<file path="src/rtl/fp_normalizer_pkg.sv">
// Shared floating-point datapath definitions used by the alignment and normalisation stages.
package fp_defs;
    localparam int MANT_W = 24;
    localparam int EXP_W  = 8;
    localparam logic [EXP_W-1:0] EXP_MAX = '1;

    typedef enum logic [1:0] {
        IDLE = 2'd0,
        NORM = 2'd1,
        DONE = 2'd2
    } state_e;
endpackage

</file>
<file path="src/rtl/fp_normalizer_shift_reg_left.sv">
// Loadable mantissa register with one-bit left and right shifts and a synchronous clear.
module shift_reg_left #(
    parameter int WIDTH = 25
) (
    input  logic             clk,
    input  logic             clear,
    input  logic             load_i,
    input  logic [WIDTH-1:0] load_val_i,
    input  logic             shift_l_i,
    input  logic             shift_r_i,
    output logic [WIDTH-1:0] q_o
);
    logic [WIDTH-1:0] data_q;
    logic [WIDTH-1:0] data_d;

    always_comb begin
        data_d = data_q;
        if (load_i) begin
            data_d = load_val_i;
        end else if (shift_r_i) begin
            data_d = {1'b0, data_q[WIDTH-1:1]};
        end else if (shift_l_i) begin
            data_d = {data_q[WIDTH-2:0], 1'b0};
        end
    end

    always_ff @(posedge clk) begin
        if (clear) begin
            data_q <= '0;
        end else begin
            data_q <= data_d;
        end
    end

    assign q_o = data_q;
endmodule

</file>
<file path="src/rtl/fp_normalizer.sv">
// Post-add normaliser: one right shift on carry-out, otherwise left shifts (one per clock)
// until the hidden bit is set, with zero / underflow / overflow detection.
module fp_normalizer
    import fp_defs::*;
#(
    parameter int MANT_W = fp_defs::MANT_W,
    parameter int EXP_W  = fp_defs::EXP_W
) (
    input  logic              clk,
    input  logic              clear,
    input  logic              start,
    input  logic [MANT_W:0]   mant_in,
    input  logic [EXP_W-1:0]  exp_in,
    output logic              busy,
    output logic              done,
    output logic [MANT_W-2:0] mant_out,
    output logic [EXP_W-1:0]  exp_out,
    output logic              zero,
    output logic              underflow,
    output logic              overflow
);
    // Exponent is kept one bit wider so increments and decrements never wrap.
    localparam logic [EXP_W:0]  E_ONE   = {{EXP_W{1'b0}}, 1'b1};
    localparam logic [EXP_W:0]  E_ALL   = {1'b0, {EXP_W{1'b1}}};
    localparam logic [MANT_W:0] M_INF   = {2'b01, {(MANT_W-1){1'b0}}};

    state_e            state_q, state_d;
    logic [MANT_W:0]   m_q;
    logic [EXP_W:0]    e_q, e_d, e_inc;
    logic              zero_q, zero_d;
    logic              uf_q, uf_d;
    logic              of_q, of_d;
    logic              m_load, m_shl, m_shr;
    logic [MANT_W:0]   m_load_val;
    logic              norm_fin;

    shift_reg_left #(
        .WIDTH (MANT_W + 1)
    ) u_mant (
        .clk        (clk),
        .clear      (clear),
        .load_i     (m_load),
        .load_val_i (m_load_val),
        .shift_l_i  (m_shl),
        .shift_r_i  (m_shr),
        .q_o        (m_q)
    );

    assign e_inc    = e_q + E_ONE;
    assign norm_fin = m_q[MANT_W] || (m_q == '0) || m_q[MANT_W-1] || (e_q <= E_ONE);

    always_ff @(posedge clk) begin
        if (clear) begin
            state_q <= IDLE;
        end else begin
            state_q <= state_d;
        end
    end

    always_comb begin
        state_d = state_q;
        case (state_q)
            IDLE:    if (start) state_d = NORM;
            NORM:    if (norm_fin) state_d = DONE;
            DONE:    state_d = IDLE;
            default: state_d = IDLE;
        endcase
    end

    always_comb begin
        busy      = (state_q != IDLE);
        done      = (state_q == DONE);
        mant_out  = m_q[MANT_W-2:0];
        exp_out   = e_q[EXP_W-1:0];
        zero      = zero_q;
        underflow = uf_q;
        overflow  = of_q;
    end

    // Datapath control; the check order below is the normalisation priority.
    always_comb begin
        m_load     = 1'b0;
        m_load_val = '0;
        m_shl      = 1'b0;
        m_shr      = 1'b0;
        e_d        = e_q;
        zero_d     = zero_q;
        uf_d       = uf_q;
        of_d       = of_q;
        case (state_q)
            IDLE: begin
                if (start) begin
                    m_load     = 1'b1;
                    m_load_val = mant_in;
                    e_d        = {1'b0, exp_in};
                    zero_d     = 1'b0;
                    uf_d       = 1'b0;
                    of_d       = 1'b0;
                end
            end
            NORM: begin
                if (m_q[MANT_W]) begin
                    if (e_inc >= E_ALL) begin
                        of_d       = 1'b1;
                        e_d        = E_ALL;
                        m_load     = 1'b1;
                        m_load_val = M_INF;
                    end else begin
                        e_d   = e_inc;
                        m_shr = 1'b1;
                    end
                end else if (m_q == '0) begin
                    zero_d = 1'b1;
                    e_d    = '0;
                end else if (m_q[MANT_W-1]) begin
                    e_d = e_q;
                end else if (e_q <= E_ONE) begin
                    uf_d = 1'b1;
                    e_d  = '0;
                end else begin
                    m_shl = 1'b1;
                    e_d   = e_q - E_ONE;
                end
            end
            default: begin
                e_d = e_q;
            end
        endcase
    end

    always_ff @(posedge clk) begin
        if (clear) begin
            e_q    <= '0;
            zero_q <= 1'b0;
            uf_q   <= 1'b0;
            of_q   <= 1'b0;
        end else begin
            e_q    <= e_d;
            zero_q <= zero_d;
            uf_q   <= uf_d;
            of_q   <= of_d;
        end
    end
endmodule

</file>
<file path="config.mk">
export PLATFORM = sky130hd
export DESIGN_NAME = fp_normalizer
export DESIGN_NICKNAME = d
export VERILOG_FILES = /design/src/rtl/fp_normalizer_pkg.sv /design/src/rtl/fp_normalizer_shift_reg_left.sv /design/src/rtl/fp_normalizer.sv
export SDC_FILE = /design/constraint.sdc
export NUM_CORES = 1
export LEC_CHECK = 0
export CORE_MARGIN = 8
export CORE_UTILIZATION = 54
export DETAILED_ROUTE_END_ITERATION = 6
export HOLD_SLACK_MARGIN = 0.05
export PLACE_DENSITY = 0.93
export SLEW_MARGIN = 5
export SYNTH_ARGS = -nofsm -noshare
export SYNTH_HDL_FRONTEND = slang
export SYNTH_SLANG_ARGS = --single-unit
</file>
<file path="constraint.sdc">
create_clock -name clk -period 5 [get_ports clk]
set_input_delay 1 -clock clk [delete_from_list [all_inputs] [get_ports clk]]
set_output_delay 1 -clock clk [all_outputs]
set_load 0.02 [all_outputs]
</file>
Word level (Yosys, flattened, before mapping)
Index checks and enable logic that the tools add are counted.

Eq/ne operators: 12. Add/sub/neg operators: 2. Reductions and logical operators: 13. Muxes and demuxes: 41. Magnitude comparators: 2.

Operator list (number): $mux 25 (4); $mux 9 (6); $pmux 25 s2 (1); $mux 24 (2); $logic_not 25->1 (1); $mux 1 (20); $pmux 9 s2 (1); $ne 2x2->1 const B (8); $add 9x1->9 const B (1); $ge 9x8->1 const B (1); $le 9x1->1 const B (1); $sub 9x1->9 const B (1); $pmux 1 s2 (4); $reduce_and 4->1 (2); $reduce_and 6->1 (1); $mux 2 (2); $ne 4x3->1 const B (1); $pmux 2 s2 (1); $reduce_bool 2->1 (2); $logic_or 1x1->1 (3); $reduce_and 3->1 (1); $reduce_bool 3->1 (1); $eq 2x1->1 const B (1); $eq 2x2->1 const B (1); 3 further kinds (3).

Bits in registers: 39. Output and inout port bits: 36. Word-level logic and storage cells: 76. Input port bits: 36.

Logic depth before layout (Yosys ltp)
Gate-level depths: netlist of the first run.

Depth in word-level cells: 9. Gate-level depth with buffers: 9. Mapped depth without buffers: 7.

By module
From an unflattened synthesis of the first run, not the netlist that was laid out.

Cell total of the unflattened synthesis: 335. Area, all modules: 2807.7 sq um.

By module, submodules not included: fp_normalizer (area an instance 1425.1 sq um, cells an instance 192, instances 1); shift_reg_left (area an instance 1382.6 sq um, cells an instance 143, instances 1).

Worst setup path after synthesis of the first run
Ideal clock, no wire load.

Kind: input port to flip-flop. From: input port start. To: register u_mant.data_q[10], in the netlist u_mant.q_o[10]. Arrival: 2.182 ns. Data required time: 4.911 ns. Stages on the path: 6. Path slack: 2.730 ns. Library setup time: 0.089 ns. Buffers on the path: 1. Cell sequence: nor3b_2 nor2_2 inv_2 clkbuf_1 a211oi_1 a311oi_2.

Cells in the longest elaborated chain, start to end: 3. Elaborated cells on any way between the ends: 6. Those cells by class: mux: 5; reduce/logical: 1.

Ends and longest elaborated chain: start, declared (RTL line fp_normalizer.sv:11) `input logic start,`; $mux 1 or $mux 25 (tied branches) (RTL line fp_normalizer.sv:92) `if (start) begin`; $pmux 1 s2 or $pmux 25 s2 (tied branches) (RTL line fp_normalizer.sv:90) `case (state_q)`; $reduce_bool 3->1 (no line) or $mux 25 (tied branches); end signal, assigned (RTL line fp_normalizer_shift_reg_left.sv:31) `data_q <= data_d;`; end, declared (RTL line fp_normalizer_shift_reg_left.sv:13) `logic [WIDTH-1:0] data_q;`.

Several ways; a longest one is shown, not always the timed one. A chain may end at the register's enable or synchronous reset.

Worst setup path after layout of the first run
From: input port start. To: register u_mant.data_q[5], in the netlist u_mant.q_o[5].

The elaborated chain is that of the path after synthesis.

==> impl_metrics.toml, run 1 <==
[status]
status = "finished, final reports clean"

[place]
place_inst = 420
hpwl_um = 5710
pre_cts_ws_ps = 1250
port_buffers = 71
gp_congestion = 0.922

[finish]
seq_area_um2 = 781
syn2layout_area_growth_pct = 16.8
final_cells = 428
nets = 397
drive_above_1_share = 0.106
multi_input_area_um2 = 1690
fillCellCount = 449
diodes = 0

[critical_path]
reg2reg_slack_ps = 2230
path_cells = "clkdlybuf4s50_1, nor3b_2, buf_4, nor2_2, inv_2, a21o_4, a311oi_1"
crit_fanout = 27
r2r_start = "state_q[1]"
worstPathArrival_ps = 3700
crit_path_max_incr_delay_ps = 740
r2r_end = "u_mant.q_o[5]"
end_kind = "flip-flop"
r2r_cells = 5
crit_type = "in2reg"
path_delay_family = "buffers and inverters"
cpMaxStageDelayCell = "nor2_2"
start_kind = "input pin"
crit_buf_inv = 3
cp.required_ps = 5200
cp.depth = 7

[drt]
post_drt_wl_per_cell_um = 19.5
drc_errors = 0
dr_wl_met2_um = 4140
wirelength_um = 8340
vias = 2853
highest_layer = "met4"
drt-met1-wl_um = 3440
ant_nets = 0
routed_via_density = 6.67
dr_wl_met3_um = 601
drtIter0Drc = 286
drt_first_pass_iters = 5

[floorplan]
rows = 26
start_util = 0.565
core_area_um2 = 5140
die_h_um = 89.4
ioPinCount = 72
die-area_um2 = 7980
fp.dieW_um = 89.4

[logic_synthesis]
muxShareOfSynthArea = 0
syn_avg_cell_area_um2 = 8.54
yosys_warnings = 0
synth-simple-area-share = 0.196
synthXorXnorAreaFrac = 0.0332
synth-compound-area-share = 0.336
synthesis.nets = 380
synth-seq-cells = 39
synth_top_family_by_area = "compound AO/OA/AOI/OAI gates"
synthAdderAreaFrac = 0.0172
async_reset_ff_frac = 0
yosys_most_used_dff = "dfxtp_1"
synthCells = 340
synth_cell_type_count = 54
ys_seq_area_frac = 0.269
synth-edff-count = 0
syn_area_um2 = 2910

[power_and_ir_drop]
switching_share = 0.420
combPwrFrac = 0.450
leakagePower_nw = 1.09
p_clk_frac = 0.176
netSwitchingPower_uw = 508
pwr-share-seq = 0.374
power_density_nw_per_um2 = 357
peakVddDrop_v = 0.000193
internal_power_uw = 703

[worst_hold_path]
hp-class = "reg2reg"
min_path_cells = 1
min-delay-start = "zero"
hold_end = "zero"

[grt]
overflow = 0
antenna_found_initial = 0
grt_pass1_wl_um = 13300
first_global_vias = 2774
grt_start_max_net_pins = 39
track_usage = 0.211

[flow_run]
cap_violations = 0

[sta]
slew_headroom = 0.375
hold_ws_ps = 478
tightest_slew_ps = 936
min_period_ps = 3500
max_freq_mhz = 286
setup_violations = 0
slew_viol_final = 0
clock_skew_ps = 4.46
finalCritPeriodShare = 0.700
layout_setup_ws_ps = 1500
setup-tns-final_ps = 0
rsz0062_at_grt = "no"
hold_violations = 0

[clocking]
cts_hold_repair.buffers = 0
cts-resized-gates = 0
htree_levels = 2
cts_buffer_depth = 2
cts.clk_slew.worst_paths_ps = 80
clock_sinks = 39
cts_made_buffers = 5
cts_root_buf = "clkbuf_8"
cts_tree = "done"
worstSkewPairLatency_ps = 300
post_cts_buffers = 0
## worst max path at each step
stage / startpoint / end / slack, ps
after global placement: start / u_mant.q_o[5] / 1390
final: start / u_mant.q_o[5] / 1500
after detailed placement: start / u_mant.q_o[3] / 1250
after CTS: start / u_mant.q_o[3] / 1570
after floorplan: start / u_mant.q_o[10] / 2730
after global routing: start / u_mant.q_o[5] / 1340
## stage by stage
stage	utilization	total power, mW	area, um^2
floorplan	-	0.873	2910
global placement	0.645	0.976	3310
detailed placement	0.645	0.996	3310
CTS	0.660	1.20	3390
global route	0.660	1.27	3390
finish	0.660	1.21	3390
## power groups by stage
stage / registers [mW] / logic, mW / clock network (mW)
2_1_floorplan: 0.415 / 0.459 / 0
3_3_place_gp: 0.453 / 0.523 / 0
3_5_place_dp: 0.456 / 0.540 / 0
4_1_cts: 0.450 / 0.542 / 0.213
5_1_grt: 0.461 / 0.586 / 0.226
6_report: 0.453 / 0.545 / 0.214
## worst reg2reg max path, cell delays in order, from the launching register on
cell and delay (ps):
dfxtp_1 420, and3b_1 340, nor2_2 790, inv_2 420, a21o_4 440, a311oi_1 270
## area by class of cell
cell class                      instances  area share
Multi-Input combinational cell        231       0.499
Tap cell                               70      0.0258
Clock buffer                            7      0.0225
Inverter                                6     0.00663
Timing Repair Buffer                   74       0.215
Sequential cell                        39       0.230
Clock inverter                          1     0.00147
## state kept, by name, summed over array words and instances, names as in the netlist
name	flops
zero	1
overflow	1
e_q	9
u_mant.q_o	25
state_q	2
underflow	1
## metal layers
| layer | vias to the layer above | track usage |
|---|---|---|
| met3 | 20 | 0.0469 |
| met2 | 147 | 0.354 |
| met4 | 0 | 0.0937 |
| met1 | 1375 | 0.249 |
| met5 | - | 0 |
| li1 | 1311 | - |
## synthesized netlist by cell type, types with 2 or more instances
| library cell | count | area share |
|---|---|---|
| a211oi_1 | 24 | 0.062 |
| nand3_1 | 37 | 0.064 |
| a31oi_1 | 2 | 0.0043 |
| a22oi_1 | 26 | 0.067 |
| nand4_1 | 3 | 0.0065 |
| nor3_1 | 6 | 0.010 |
| xnor2_1 | 6 | 0.018 |
| a41oi_1 | 2 | 0.0060 |
| nand2_1 | 15 | 0.019 |
| inv_1 | 5 | 0.0065 |
| buf_6 | 4 | 0.016 |
| clkbuf_1 | 14 | 0.018 |
| a311oi_2 | 20 | 0.10 |
| a21oi_1 | 4 | 0.0069 |
| dfxtp_1 | 39 | 0.27 |
| buf_4 | 32 | 0.083 |
| nor2_1 | 20 | 0.026 |
| buf_2 | 13 | 0.022 |
| nor4_1 | 5 | 0.011 |
| a311oi_1 | 10 | 0.030 |
| and3b_1 | 2 | 0.0060 |
| nand3b_1 | 3 | 0.0078 |
| nor2b_1 | 5 | 0.011 |
| o21ai_0 | 4 | 0.0069 |
| and3_1 | 2 | 0.0043 |
| a221oi_1 | 2 | 0.0060 |
| ha_1 | 4 | 0.017 |
| xor2_1 | 5 | 0.015 |
## cell usage in the layout (no fill, tap or decap), types with 2 or more instances in the layout
cell type and count:
a41oi_1 2, dfxtp_1 39, clkdlybuf4s50_1 70, nand4_1 3, a22oi_1 26, a31oi_1 2
nor2_1 20, nor3_1 6, xor2_1 5, o21ai_0 4, clkbuf_8 5, a211oi_1 24
a311oi_1 10, nand3_1 37, clkbuf_1 2, a311oi_2 20, xnor2_1 6, nor2b_1 5
and3_1 2, buf_4 3, inv_1 5, ha_1 4, and3b_1 2, nor4_1 5
nand3b_1 3, nand2_1 15, a21oi_1 4, a221oi_1 2
## kinds of logic (layout without fill, tap and decap cells)
logic type      Yosys count  after routing
compound gates          108            108
simple gates            108            108
buf+inv                  70             88
flops                    39             39
xor+xnor                 11             11
fa+ha+maj                 4              4
No activity file was read; power rests on OpenSTA's default activity.
==> inputs of run 2 (changes only) <==
--- a/config.mk
+++ b/config.mk
@@ -6,10 +6,10 @@
 export NUM_CORES = 1
 export LEC_CHECK = 0
 export CORE_MARGIN = 8
-export CORE_UTILIZATION = 54
+export CORE_UTILIZATION = 45
 export DETAILED_ROUTE_END_ITERATION = 6
 export HOLD_SLACK_MARGIN = 0.05
-export PLACE_DENSITY = 0.93
+export PLACE_DENSITY = 0.84
 export SLEW_MARGIN = 5
 export SYNTH_ARGS = -nofsm -noshare
 export SYNTH_HDL_FRONTEND = slang
==> constraint.sdc (replaced) <==
create_clock -name clk -period 3 [get_ports clk]
set_input_delay 0.6 -clock clk [delete_from_list [all_inputs] [get_ports clk]]
set_output_delay 0.6 -clock clk [all_outputs]
set_load 0.02 [all_outputs]
==> impl_metrics.toml, run 2 (synthesis results as in run 1) <==
[status]
status = "finished, final reports clean"

[critical_path]
path_delay_family = "compound AO/OA/AOI/OAI gates"
crit_type = "reg2reg"
crit_path_max_incr_delay_ps = 600
worstPathArrival_ps = 2540
crit_fanout = 13
cp.required_ps = 3200
start_kind = "flip-flop"
path_cells = "inv_1, ha_1, nor2b_1, o21ai_0, a2111oi_2, nor3_2, a221oi_1"
end_kind = "flip-flop"
crit_buf_inv = 1
cpMaxStageDelayCell = "dfxtp_1"

[finish]
syn2layout_area_growth_pct = 19.1
fin_util = 0.548
largest_reg_flops = 25
final_cells = 441
drive_above_1_share = 0.126
design_area_um2 = 3460
nets = 403
fillCellCount = 584
mostFrequentLayoutCells = "clkdlybuf4s50_1 (70), dfxtp_1 (39), nand3_1 (37), a22oi_1 (26), a211oi_1 (24)"
diodes = 0
final_common_cell = "clkdlybuf4s50_1"

[floorplan]
start_util = 0.460
die_h_um = 96.4
core_area_um2 = 6310
fp.dieW_um = 96.4
die-area_um2 = 9280
ioPinCount = 72
rows = 29

[sta]
max_freq_mhz = 427
hold_violations = 0
layout_setup_ws_ps = 657
tightest_slew_ps = 771
clock_skew_ps = 11.2
finalCritPeriodShare = 0.781
hold_ws_ps = 479
slew_headroom = 0.480
slew_viol_final = 0
min_period_ps = 2340
rsz0062_at_grt = "no"
setup_violations = 0
setup-tns-final_ps = 0

[place]
port_buffers = 71
gp_congestion = 0.883
placed_area_um2 = 3370
pre_cts_ws_ps = 572
place_inst = 433
hpwl_um = 5610

[grt]
grt_pass1_wl_um = 13000
grt_start_max_net_pins = 28
track_usage = 0.175
antenna_found_initial = 0
first_global_vias = 2626
overflow = 0

[clocking]
worstSkewPairLatency_ps = 300
cts_made_buffers = 5
cts.clk_slew.worst_paths_ps = 80
htree_levels = 2
cts_root_buf = "clkbuf_8"
post_cts_buffers = 0
cts_tree = "done"
cts_hold_repair.buffers = 0
cts_buffer_depth = 2
cts-resized-gates = 0
clock_sinks = 39

[drt]
post_drt_wl_per_cell_um = 18.4
drt_first_pass_iters = 5
wirelength_um = 8110
routed_via_density = 6.39
drtIter0Drc = 226
ant_nets = 0
drc_errors = 0
vias = 2819

[worst_hold_path]
hp-class = "reg2reg"

[power_and_ir_drop]
finalPower_mw = 2.04
power_density_nw_per_um2 = 590
peakVddDrop_v = 0.000305
leakagePower_nw = 1.11

[flow_run]
cap_violations = 0
==> run 2: changes by cell type in the layout (fill, tap and decap cells not counted), sizes merged <==
cell / change
clkbuf: -2
clkinvlp: +2
clkinv: -1
buf: +6
inv: +1
==> run 2: path summary, 6_finish.rpt <==
check,startpoint,to,slack [ps],cells past startpoint
hold / removal,zero,zero,480,1
setup reg to reg,e_q[0],e_q[1],660,7
setup / recovery,e_q[0],e_q[1],660,7
hold reg to reg,zero,zero,480,1
==> run 2: worst reg2reg max path: stages (launching register included) <==
cell and delay [ps]:
dfxtp_1 600, inv_1 160, ha_1 340, nor2b_1 170
o21ai_0 110, a2111oi_2 420, nor3_2 170, a221oi_1 280
==> run 2: cell type report <==
type | count | area (um^2) | share of cell area
multi-input combinational | 231 | 1690 | 0.490
tap | 77 | 96.3 | 0.0278
sequential | 39 | 781 | 0.226
timing repair buffer | 80 | 773 | 0.224
clock inverter | 3 | 23.8 | 0.00687
clock buffer | 5 | 68.8 | 0.0199
inverter | 6 | 22.5 | 0.00651
==> run 2: power breakdown <==
part,total (mW),internal [mW],switching (mW)
logic,0.914,0.420,0.494
registers,0.752,0.600,0.152
clock network,0.374,0.166,0.208
==> run 2: routing by layer <==
layer	GRT usage	routed length, um	share of wire	vias to the layer above
met4	0.0530	89	0.011	0
met3	0.0468	725	0.089	7
met1	0.216	3390	0.42	1347
met5	0	0	0	-
li1	-	-	-	1316
met2	0.289	3910	0.48	149
==> inputs of run 3 (changes only) <==
--- a/config.mk
+++ b/config.mk
@@ -6,10 +6,10 @@
 export NUM_CORES = 1
 export LEC_CHECK = 0
 export CORE_MARGIN = 8
-export CORE_UTILIZATION = 45
+export CORE_UTILIZATION = 50
 export DETAILED_ROUTE_END_ITERATION = 6
 export HOLD_SLACK_MARGIN = 0.05
-export PLACE_DENSITY = 0.84
+export PLACE_DENSITY = 0.88
 export SLEW_MARGIN = 5
 export SYNTH_ARGS = -nofsm -noshare
 export SYNTH_HDL_FRONTEND = slang
==> constraint.sdc (replaced) <==
create_clock -name clk -period 2.3 [get_ports clk]
set_input_delay 0.46 -clock clk [delete_from_list [all_inputs] [get_ports clk]]
set_output_delay 0.46 -clock clk [all_outputs]
set_load 0.02 [all_outputs]
==> impl_metrics.toml, run 3 (synthesis results as in run 1) <==
[status]
status = "finished, final reports clean"

[finish]
fillCellCount = 451
diodes = 0
seq_area_um2 = 781
mostFrequentLayoutCells = "clkdlybuf4s50_1 (70), dfxtp_1 (39), nand3_1 (37), a22oi_1 (26), a211oi_1 (24)"
drive_above_1_share = 0.147
nets = 412
multi_input_area_um2 = 1690
largest_reg_flops = 25
syn2layout_area_growth_pct = 22.9
final_common_cell = "clkdlybuf4s50_1"

[sta]
min_period_ps = 2140
finalCritPeriodShare = 0.929
slew_headroom = 0.418
max_freq_mhz = 468
slew_viol_final = 0
setup-tns-final_ps = 0
setup_violations = 0
hold_violations = 0
clock_skew_ps = 9.98
rsz0062_at_grt = "no"
tightest_slew_ps = 864

[drt]
post_drt_wl_per_cell_um = 19.2
vias = 2837
ant_nets = 0
drtIter0Drc = 239
wirelength_um = 8560
routed_via_density = 6.38
drt_first_pass_iters = 4
drc_errors = 0

[power_and_ir_drop]
internal_power_mw = 1.71
leakagePower_nw = 1.19
power_density_nw_per_um2 = 795
finalPower_mw = 2.84
p_clk_frac = 0.216
switching_share = 0.396
combPwrFrac = 0.447
netSwitchingPower_mw = 1.12
pwr-share-seq = 0.337
peakVddDrop_v = 0.000375

[clocking]
post_cts_buffers = 0
cts-resized-gates = 0
cts_tree = "done"
worstSkewPairLatency_ps = 300
clock_sinks = 39
cts_buffer_depth = 2
htree_levels = 2
cts_hold_repair.buffers = 0
cts.clk_slew.worst_paths_ps = 90
cts_root_buf = "clkbuf_8"
cts_made_buffers = 5

[floorplan]
die_h_um = 92.2
rows = 27
start_util = 0.521
core_area_um2 = 5570
fp.dieW_um = 92.2
die-area_um2 = 8510
ioPinCount = 72

[grt]
overflow = 0
first_global_vias = 2951
grt_start_max_net_pins = 31
track_usage = 0.200
antenna_found_initial = 0
grt_pass1_wl_um = 14200

[critical_path]
path_delay_family = "simple AND/OR/NAND/NOR gates"
crit_path_max_incr_delay_ps = 440
startpoint = "e_q[0]"
crit_type = "reg2reg"
reg2reg_slack_ps = 160
r2r_start = "e_q[0]"
r2r_cells = 7
r2r_end = "u_mant.q_o[19]"
crit_buf_inv = 1
cp.required_ps = 2510
start_kind = "flip-flop"
cpMaxStageDelayCell = "dfxtp_1"
worstPathArrival_ps = 2350
end_kind = "flip-flop"
crit_fanout = 23
path_cells = "ha_1, nand4_1, o21ai_0, and3_1, buf_4, nand3_1, a311oi_2"

[place]
port_buffers = 71
hpwl_um = 6030
gp_congestion = 0.871

[worst_hold_path]
min_path_cells = 1
min-delay-start = "zero"
hold_end = "zero"
hp-class = "reg2reg"

[flow_run]
cap_violations = 0
[run 3: cell types whose count changed in the layout (fill, tap and decap cells not counted), sizes merged]
cell,previous run,this run
clkbuf,5,6
buf,10,19
inv,7,6
bufinv,0,1
clkinv,0,1
clkinvlp,2,0
[run 3: worst max-delay path by stage]
stage / endpoint / slack [ps] / depth (start not counted)
finish: u_mant.q_o[19] / 160 / 7
detailed placement: u_mant.q_o[14] / 130 / 6
floorplan: u_mant.q_o[10] / 340 / 8
global route: u_mant.q_o[14] / 20 / 6
global placement: u_mant.q_o[12] / 210 / 6
CTS: e_q[7] / 180 / 6
[run 3: power groups by stage]
| stage | Sequential [mW] | Clock, mW | Combinational [mW] |
|---|---|---|---|
| after global placement | 0.959 | 0 | 1.23 |
| after CTS | 0.951 | 0.613 | 1.27 |
| after detailed placement | 0.964 | 0 | 1.26 |
| after global routing | 0.978 | 0.639 | 1.36 |
| final | 0.958 | 0.613 | 1.27 |
| after floorplan | 0.901 | 0 | 0.998 |
[run 3: per-stage QoR]
stage                     std cells   util  worst slack, ps  instance area (um^2)  hold WS, ps
after floorplan                 340      -              343                  2910          491
after global placement          437  0.620              215                  3450          451
after detailed placement        437  0.620              134                  3450          458
after CTS                       445  0.641              179                  3570          476
after global routing            445  0.641             19.2                  3570          494
final                           445  0.641              163                  3570          477
[run 3: layer usage]
layer,up-vias,track usage,part of all wire
met4,0,0.0765,0.011
met1,1362,0.226,0.40
li1,1345,-,-
met2,119,0.351,0.51
met5,-,0,0
met3,11,0.0505,0.077
[run 3: area by class of cell]
class                      instances  share of cell area
clock buffer                       6              0.0231
clock inverter                     2             0.00981
inverter                           6             0.00631
multi-input combinational        231               0.474
sequential                        39               0.219
tap                               72              0.0252
timing repair buffer              89               0.242
